--- src/rtl/bp_pkg.sv ---
// Shared definitions for the branch predictor: predictor modes, 2-bit
// counter encodings and the saturating counter update.
package bp_pkg;

    localparam int BP_STATIC  = 0;
    localparam int BP_BIMODAL = 1;
    localparam int BP_GSHARE  = 2;

    typedef enum logic [1:0] {
        SNT = 2'b00,
        WNT = 2'b01,
        WT  = 2'b10,
        ST  = 2'b11
    } ctr_t;

    function automatic ctr_t ctr_next(input ctr_t cur, input logic taken);
        ctr_t nxt;
        nxt = cur;
        unique case (cur)
            SNT: nxt = taken ? WNT : SNT;
            WNT: nxt = taken ? WT  : SNT;
            WT:  nxt = taken ? ST  : WNT;
            ST:  nxt = taken ? ST  : WT;
            default: nxt = WNT;
        endcase
        return nxt;
    endfunction

endpackage

--- src/rtl/bp_btb.sv ---
// Direct-mapped branch target buffer: combinational lookup, write on the
// clock edge. Only the valid bits carry reset; tag/target/jump are plain data.
module bp_btb #(
    parameter int XLEN    = 32,
    parameter int ENTRIES = 64,
    parameter int IDX     = 6,
    parameter int TAG_W   = 24
) (
    input  logic             clk_i,
    input  logic             rst_i,
    input  logic [IDX-1:0]   rd_idx_i,
    input  logic [TAG_W-1:0] rd_tag_i,
    output logic             rd_hit_o,
    output logic [XLEN-1:0]  rd_target_o,
    output logic             rd_jump_o,
    input  logic             wr_en_i,
    input  logic [IDX-1:0]   wr_idx_i,
    input  logic [TAG_W-1:0] wr_tag_i,
    input  logic [XLEN-1:0]  wr_target_i,
    input  logic             wr_jump_i
);

    logic             valid  [ENTRIES];
    logic [TAG_W-1:0] tag    [ENTRIES];
    logic [XLEN-1:0]  target [ENTRIES];
    logic             jump   [ENTRIES];

    always_ff @(posedge clk_i or posedge rst_i) begin
        if (rst_i) begin
            for (int i = 0; i < ENTRIES; i++) valid[i] <= 1'b0;
        end else if (wr_en_i) begin
            valid[wr_idx_i] <= 1'b1;
        end
    end

    always_ff @(posedge clk_i) begin
        if (wr_en_i && !rst_i) begin
            tag[wr_idx_i]    <= wr_tag_i;
            target[wr_idx_i] <= wr_target_i;
            jump[wr_idx_i]   <= wr_jump_i;
        end
    end

    assign rd_hit_o    = valid[rd_idx_i] && (tag[rd_idx_i] == rd_tag_i);
    assign rd_target_o = target[rd_idx_i];
    assign rd_jump_o   = jump[rd_idx_i];

endmodule

--- src/rtl/branch_pred_unit.sv ---
// Dynamic branch predictor (static / bimodal / gshare) with BTB, queried
// combinationally in IF and trained non-speculatively from EX.
module branch_pred_unit
    import bp_pkg::*;
#(
    parameter int XLEN     = 32,
    parameter int ENTRIES  = 64,
    parameter int GHR_BITS = 6,
    parameter int MODE     = 2,
    localparam int IDX     = $clog2(ENTRIES)
) (
    input  logic            clk_i,
    input  logic            rst_i,
    input  logic [XLEN-1:0] if_pc_i,
    output logic            pred_taken_o,
    output logic [XLEN-1:0] pred_target_o,
    output logic [IDX-1:0]  pred_idx_o,
    input  logic            upd_valid_i,
    input  logic [XLEN-1:0] upd_pc_i,
    input  logic [IDX-1:0]  upd_idx_i,
    input  logic            upd_is_br_i,
    input  logic            upd_is_jump_i,
    input  logic            upd_taken_i,
    input  logic [XLEN-1:0] upd_target_i,
    input  logic            upd_mispred_i,
    output logic [31:0]     stat_br_o,
    output logic [31:0]     stat_mis_o
);

    localparam int TAG_W = XLEN - IDX - 2;

    ctr_t                pht [ENTRIES];
    logic [GHR_BITS-1:0] ghr;
    logic [IDX-1:0]      lk_idx;
    logic [IDX-1:0]      ghr_ext;
    logic                btb_hit;
    logic                btb_jump;
    logic [XLEN-1:0]     btb_target;
    logic                use_btb;
    logic                upd_br;
    logic                btb_wr;
    logic                unused_pc_bits;

    assign unused_pc_bits = ^upd_pc_i[1:0];

    assign lk_idx     = if_pc_i[IDX+1:2];
    assign ghr_ext    = IDX'(ghr);
    assign pred_idx_o = (MODE == BP_GSHARE) ? (lk_idx ^ ghr_ext) : lk_idx;

    bp_btb #(
        .XLEN    (XLEN),
        .ENTRIES (ENTRIES),
        .IDX     (IDX),
        .TAG_W   (TAG_W)
    ) u_btb (
        .clk_i       (clk_i),
        .rst_i       (rst_i),
        .rd_idx_i    (lk_idx),
        .rd_tag_i    (if_pc_i[XLEN-1:IDX+2]),
        .rd_hit_o    (btb_hit),
        .rd_target_o (btb_target),
        .rd_jump_o   (btb_jump),
        .wr_en_i     (btb_wr),
        .wr_idx_i    (upd_pc_i[IDX+1:2]),
        .wr_tag_i    (upd_pc_i[XLEN-1:IDX+2]),
        .wr_target_i (upd_target_i),
        .wr_jump_i   (upd_is_jump_i)
    );

    // Static mode never consults the tables.
    assign use_btb       = (MODE != BP_STATIC) && btb_hit;
    assign pred_taken_o  = use_btb && (btb_jump || pht[pred_idx_o][1]);
    assign pred_target_o = use_btb ? btb_target : (if_pc_i + XLEN'(4));

    // A branch that is also flagged as a jump is handled purely as a jump.
    assign upd_br = upd_valid_i && upd_is_br_i && !upd_is_jump_i;
    assign btb_wr = upd_valid_i && (upd_is_br_i || upd_is_jump_i) && upd_taken_i;

    always_ff @(posedge clk_i or posedge rst_i) begin
        if (rst_i) begin
            for (int i = 0; i < ENTRIES; i++) pht[i] <= WNT;
            ghr <= '0;
        end else if (upd_br && (MODE != BP_STATIC)) begin
            pht[upd_idx_i] <= ctr_next(pht[upd_idx_i], upd_taken_i);
            if (MODE == BP_GSHARE) ghr <= (ghr << 1) | GHR_BITS'(upd_taken_i);
        end
    end

    always_ff @(posedge clk_i or posedge rst_i) begin
        if (rst_i) begin
            stat_br_o  <= '0;
            stat_mis_o <= '0;
        end else begin
            if (upd_br) stat_br_o <= stat_br_o + 32'd1;
            if (upd_valid_i && upd_mispred_i) stat_mis_o <= stat_mis_o + 32'd1;
        end
    end

endmodule
--- config.mk ---
export PLATFORM = sky130hd
export DESIGN_NAME = branch_pred_unit
export DESIGN_NICKNAME = d
export VERILOG_FILES = /design/src/rtl/bp_pkg.sv /design/src/rtl/bp_btb.sv /design/src/rtl/branch_pred_unit.sv
export SDC_FILE = /design/constraint.sdc
export NUM_CORES = 2
export LEC_CHECK = 0
export CORE_UTILIZATION = 50
export CTS_CLUSTER_SIZE = 16
export DETAILED_ROUTE_END_ITERATION = 16
export PLACE_DENSITY = 0.67
export SLEW_MARGIN = 20
export SYNTH_ARGS = -nofsm -noshare
export SYNTH_HDL_FRONTEND = slang
export SYNTH_SLANG_ARGS = --single-unit
--- constraint.sdc ---
create_clock -name clk_i -period 8.15 [get_ports clk_i]
set_input_delay 1.63 -clock clk_i [delete_from_list [all_inputs] [get_ports clk_i]]
set_output_delay 1.63 -clock clk_i [all_outputs]
set_load 0.01 [all_outputs]
Word-level counts from Yosys, hierarchy flattened
Memory sizes are Yosys's and may differ from the RTL's.
Cells that the tools add are included.
{ "word_totals": {"ff_bits": 262, "latchBits": 0, "mem_bits_rw": 3648, "romBits": 0, "input_bits": 109, "out_inout_bits": 103, "wordCells": 192, "memories": 3} }
{ "classes": {"addsub": 3, "mul": 0, "div_mod_pow": 0, "order_cmp": 6, "eq_ne": 4, "shifts": 0, "mux": 23, "bitwise": 7, "n_reduce_logical": 15} }
{ "mem_list": {"columns": ["name", "words", "width", "read_ports", "rd_clocked_by_memory_dff", "wr", "line_no", "rtl"], "rows": [
  ["u_btb.target", 64, 32, 1, 0, 1, "bp_btb.sv:25", "logic [XLEN-1:0] target [ENTRIES];"],
  ["u_btb.tag", 64, 24, 1, 0, 1, "bp_btb.sv:24", "logic [TAG_W-1:0] tag [ENTRIES];"],
  ["u_btb.jump", 64, 1, 1, 0, 1, "bp_btb.sv:26", "logic jump [ENTRIES];"]
]} }
{ "ops": {"columns": ["operator", "count"], "rows": [
  ["$bwmux W128", 1],
  ["$add A32 B1 Y32 const B", 2],
  ["$or A64 B64 Y64", 1],
  ["$add A32 B3 Y32 const B", 1],
  ["$mux W32", 1],
  ["$ge A7 B7 Y1 const B", 4],
  ["$not A6 Y7", 4],
  ["$bmux W2 S6", 2],
  ["$eq A24 B24 Y1", 1],
  ["$mux W2", 8],
  ["$lt A7 B1 Y1 const B", 2],
  ["$demux W2 S6", 1],
  ["$logic_and A1 B1 Y1", 10],
  ["$pmux W2 S4", 1],
  ["$mux W1", 7],
  ["$bmux W1 S6", 1],
  ["$demux W1 S6", 1],
  ["$or A6 B1 Y6", 1],
  ["$xor A6 B6 Y6", 1],
  ["$eq A2 B2 Y1 const B", 2],
  ["$eq A2 B1 Y1 const B", 1],
  ["$logic_not A1 Y1", 2],
  ["$logic_not A2 Y1", 1],
  ["$logic_or A1 B1 Y1", 2]
]} }

Longest topological paths before layout
{ "logic_depth": {"ltp_word": 8, "mapped_depth": 18, "mapped_depth_nobuf": 10} }

Cells and area by module
Synthesis repeated with hierarchy kept, for this count alone.
{ "hier_totals": {"hier_cells": 7115, "hier_area_um2": 152994.2} }
{ "by_module_without_submodules": {"columns": ["module", "n_inst", "cells_per_inst", "area_each_um2", "seq_area_each_um2"], "rows": [
  ["bp_btb", 1, 5880, 142026.2, 111146.6],
  ["branch_pred_unit", 1, 1235, 10968.0, 5034.8]
]} }

Least setup slack after synthesis
No wires, ideal clock.
{ "synth_timing": {"path_kind": "input-to-reg", "start": "input rst_i", "end": "memory u_btb.jump[36] (enable)", "setup_ns": 0.570, "t_arrival_ns": 10.544, "required_time_ns": 7.580, "setup_slack_ns": -2.963, "cell_stages": 3, "path_buffers": 0, "cell_sequence": "clkinv_1 > nand2_1 > nor2_1"} }
{ "synth_via": {"elab_chain_len": 4} }
{ "synth_rtl": {"columns": ["item", "line_no", "rtl"], "rows": [
  ["start: declaration", "branch_pred_unit.sv:13", "input logic rst_i,"],
  ["$logic_not A1 Y1", "bp_btb.sv:37", "if (wr_en_i && !rst_i) begin"],
  ["$logic_and A1 B1 Y1", "bp_btb.sv:37", null],
  ["$mux W1", "bp_btb.sv:37", null],
  ["$mux W1 (not written as such)", "bp_btb.sv:40", "jump[wr_idx_i] <= wr_jump_i;"],
  ["end: declaration", "bp_btb.sv:26", null]
]} }
No other way between the ends.

Worst setup path after layout
{ "layout_timing": {"start": "input if_pc_i[2]", "end": "output pred_target_o[31]"} }
{ "layout_via": {"elab_chain_len": 6, "word_cells_on_any_way": 10, "classes_between": "add/sub: 1; eq/ne: 1; mux: 4; bitwise: 1; reduce/logical: 1; memory: 2"} }
{ "layout_rtl": {"columns": ["item", "line_no", "rtl"], "rows": [
  ["start: declaration", "branch_pred_unit.sv:14", "input logic [XLEN-1:0] if_pc_i,"],
  ["parallel branches: the longest is 5 deep, another holds $mem_v2 Z64 W24", null, null],
  ["$mux W32 (*)", "branch_pred_unit.sv:73", "assign pred_target_o = use_btb ? btb_target : (if_pc_i + XLEN'(4));"],
  ["end: declaration", "branch_pred_unit.sv:16", "output logic [XLEN-1:0] pred_target_o,"]
]} }
Mark *: on every way between the ends. The select of a mux whose other input is x is not followed.

==> summary.md <==
### Clock network
• number of CTS-inserted buffers: 386
• maximum clock path buffer count: 4
• post-CTS repair timing setup buffer count: 0
• number of buffers inserted by hold repair at cts: 0
• CTS sink cnt: 3910
• cell chosen for the clock root: clkbuf_16
• clk_lat worst skew: 0.91 ns
• # resized after CTS: 0
• H-tree Lvls: 5
• Reg clk slew, reported paths: 0.06 ns
• CTS tree: yes

### Yosys
• cell types with the largest area share after synthesis: edfxtp_1, mux4_2, dfrtp_1, dfstp_2, mux2_2
• cells after synthesis: 6765
• total nets after synthesis: 6877
• Yosys top cell area share: 71.9%
• post-synthesis cell type with the largest combined area: edfxtp_1
• dominant synthesized flop cell: edfxtp_1
• Synth cell types: 70
• number of warnings reported in the yosys synthesis log: 0
• register bit count reported by yosys: 3910
• share of the synthesized area in compound gates (AO/OA/AOI/OAI): 1.96%
• area share of xor/xnor cells in the synthesized design: 0.649%
• Syn Std Cell Area: 152000 um^2
• arithmetic-cell share of the synthesized area counting full adders, half adders and majority gates: 0.0378%
• average size of a mapped cell: 22.5 um^2
• largest family of logic cells by synthesized area: multiplexers
• multiplexer share of the synthesized area: 18.1%
• Post-synth EDFFs: 3648
• simple-gate portion of the synthesized area: 1.77%
• fraction of registers with async set or reset after synthesis: 6.70%
• sequential area share after synthesis: 76.2%

### Routing
• DR DRC count: 0
• post-DR vias/cell: 6.67
• Routed wire per std cell: 37.1 um
• post-detailed-route count of antenna-violating nets: 0
• via count: 77901
• Initial DRT Pass Iterations: 8
• number of violations reported at the end of detailed-routing iteration 0: 11112
• overall routed net length: 433000 um

### Power
• portion of total power attributed to combinational logic: 5.5%
• switching power share of the total: 21.3%
• cell internal pwr: 33.1 mW
• sequential share of power: 52.7%
• power per standard cell area: 241 nW/um^2
• maximum vdd ir drop: 0.169 mV
• power after layout: 42.0 mW
• net switching power of the design: 8.94 mW
• clock share of power: 41.8%
• Leakage Power: 56.0 nW

### Place
• HPWL reported at the end of detailed placement: 238000 um
• number of port buffers: 209
• worst setup timing slack at the placement stage: 0.160 ns
• DP Area: 162000 um^2
• gpl congestion: 0.848

### Worst setup path
• classification of the worst setup path: input pin to primary output
• Crit path arrival time: 6.40 ns
• Worst Setup Start Kind: input pin
• critical path capture point type: primary output
• CP startpoint: if_pc_i[2]
• r2r startpoint: pht[6]
• worst-path maximum fanout: 30
• worst endpoint required time: 6.52 ns

### Timing
• unrepaired setup endpoints after global routing: no
• Slew HR: 16.5%
• final worst-path cycle share: 98.5%
• Final Critical Period: 8.03 ns
• worst path setup slack after routing: 0.119 ns
• final slew viol count: 0
• total of endpoints with negative setup slack in the final report: 0
• slew at the pin with the worst max-slew slack: 1.25 ns
• setup clock skew after layout: 0.0199 ns
• Hold Fails Final Rpt: 0
• highest achievable clock rate: 0.125 GHz
• setup TNS after final layout: 0 ns

### Floorplan
• effective utilization at floorplan: 50.3%
• # IOs: 212
• height of the chip: 554 um
• full die area: 307000 um^2
• die extent in x: 554 um
• count of standard-cell rows: 202
• placeable core area: 303000 um^2

### Hold path
• hold path startpoint: u_btb.valid[46]
• class of the tightest hold or removal check: flip-flop to flip-flop

### Final layout
• commonest non-fill, non-tap cell in the layout: edfxtp_1
• Final Cell Area: 174000 um^2
• fill cell total of the finished layout: 21483
• share of layout cells above drive strength 1: 30.7%
• leading cell types in the layout, fill and taps excluded: edfxtp_1, mux4_2, clkbuf_16
• net total in the final layout: 7468
• area growth from synthesis to layout: 14.2%

### Global routing
• antenna violations before repair: 30
• remaining global-route overflow: 0
• largest net degree at the start of global routing: 92
• wire length of the first global-routing pass: 600000 um
• GRT Total Usage: 28.1%
• number of global-route vias before repair: 76479

### Flow run
• max-cap check violation count: 0

### Outcome
• status: finished, final reports clean

[logic make-up (layout without fill, tap and decap cells)]
family,Yosys count,count (layout)
compound gates,406,406
xor+xnor,113,113
flops,3910,3910
fa+ha+maj,5,5
mux,1393,1393
simple gates,557,557
other cells,0,22
buf+inv,381,1295
[registers in the layout, summed over array words and instances (netlist names)]
register and cells:
u_btb.valid 64, stat_br_o 32, u_btb.target 2048, stat_mis_o 32, u_btb.tag 1536, ghr 6, pht 128, u_btb.jump 64
[worst max-delay path, stage by stage]
cell,delay [ns]
buf_16,0.27
buf_4,0.31
mux4_2,0.54
a22o_1,0.25
o31ai_1,0.48
a21oi_1,0.27
or3_1,0.41
or4_1,0.53
nor4_4,0.36
buf_12,0.23
buf_12,0.19
mux2_2,0.34
clkdlybuf4s50_1,0.49
[synth_stat cells (29+ instances only)]
cell type and number:
a21o_1 35, a21oi_1 31, a221oi_1 29, a22oi_1 114, and3_1 32, buf_2 107
clkbuf_1 190, dfrtp_1 198, dfstp_2 64, edfxtp_1 3648, mux2_2 149, mux2_4 29
mux2i_1 149, mux4_2 1066, nand2_1 148, nand3_1 56, nand4_1 32, nor2_1 174
o21bai_1 32, o22ai_1 29, xnor2_1 77, xor2_1 36
[power by group through the flow]
stage                     logic [mW]  registers (mW)  clock network (mW)
final                           2.30            22.2                17.6
after global routing            2.42            22.2                18.5
after CTS                       2.30            22.2                17.7
after detailed placement        2.30            22.6                   0
after global placement          2.25            22.6                   0
after floorplan                 1.27            22.6                   0
[metrics by stage]
| step | instances | util (%) | hold slack, ns |
|---|---|---|---|
| 3_5_place_dp | 10944 | 53.3 | 0.439 |
| 4_1_cts | 11655 | 57.4 | 0.453 |
| 6_report | 11679 | 57.4 | 0.455 |
| 2_1_floorplan | 6765 | - | 0.423 |
| 3_3_place_gp | 10943 | 53.3 | 0.432 |
| 5_1_grt | 11667 | 57.4 | 0.463 |
[area by class of cell]
class                           count  area [um^2]  area share (%)
Timing Repair Buffer              566         5500            3.16
Inverter                           18         92.6          0.0532
Clock buffer                      486        10200            5.88
Multi-Input combinational cell   2474        34900            20.1
Clock inverter                    225         2090            1.20
Antenna cell                       22         55.1          0.0316
Sequential cell                  3910       116000            66.7
Tap cell                         3978         4980            2.86
[per-layer routing]
layer	up-vias	wire [um]	GRT usage, %
li1	29894	-	-
met1	42180	162000	38.6
met2	4872	207000	44.7
met3	935	46100	6.04
met4	20	17700	10.0
met5	-	135	0
[path summary, 6_finish.rpt]
kind | to | slack [ns] | depth (start not counted)
worst max-delay path | pred_target_o[31] | 0.12 | 13
worst min-delay path | u_btb.valid[46] | 0.45 | 1
worst max register to register | pht[109] | 5.35 | 9
worst min register to register | u_btb.valid[46] | 0.45 | 1
max in group asynchronous | stat_mis_o[19] | 4.94 | 4
min in group asynchronous | pht[93] | 1.19 | 2
Power figures use the tool's default switching activity.
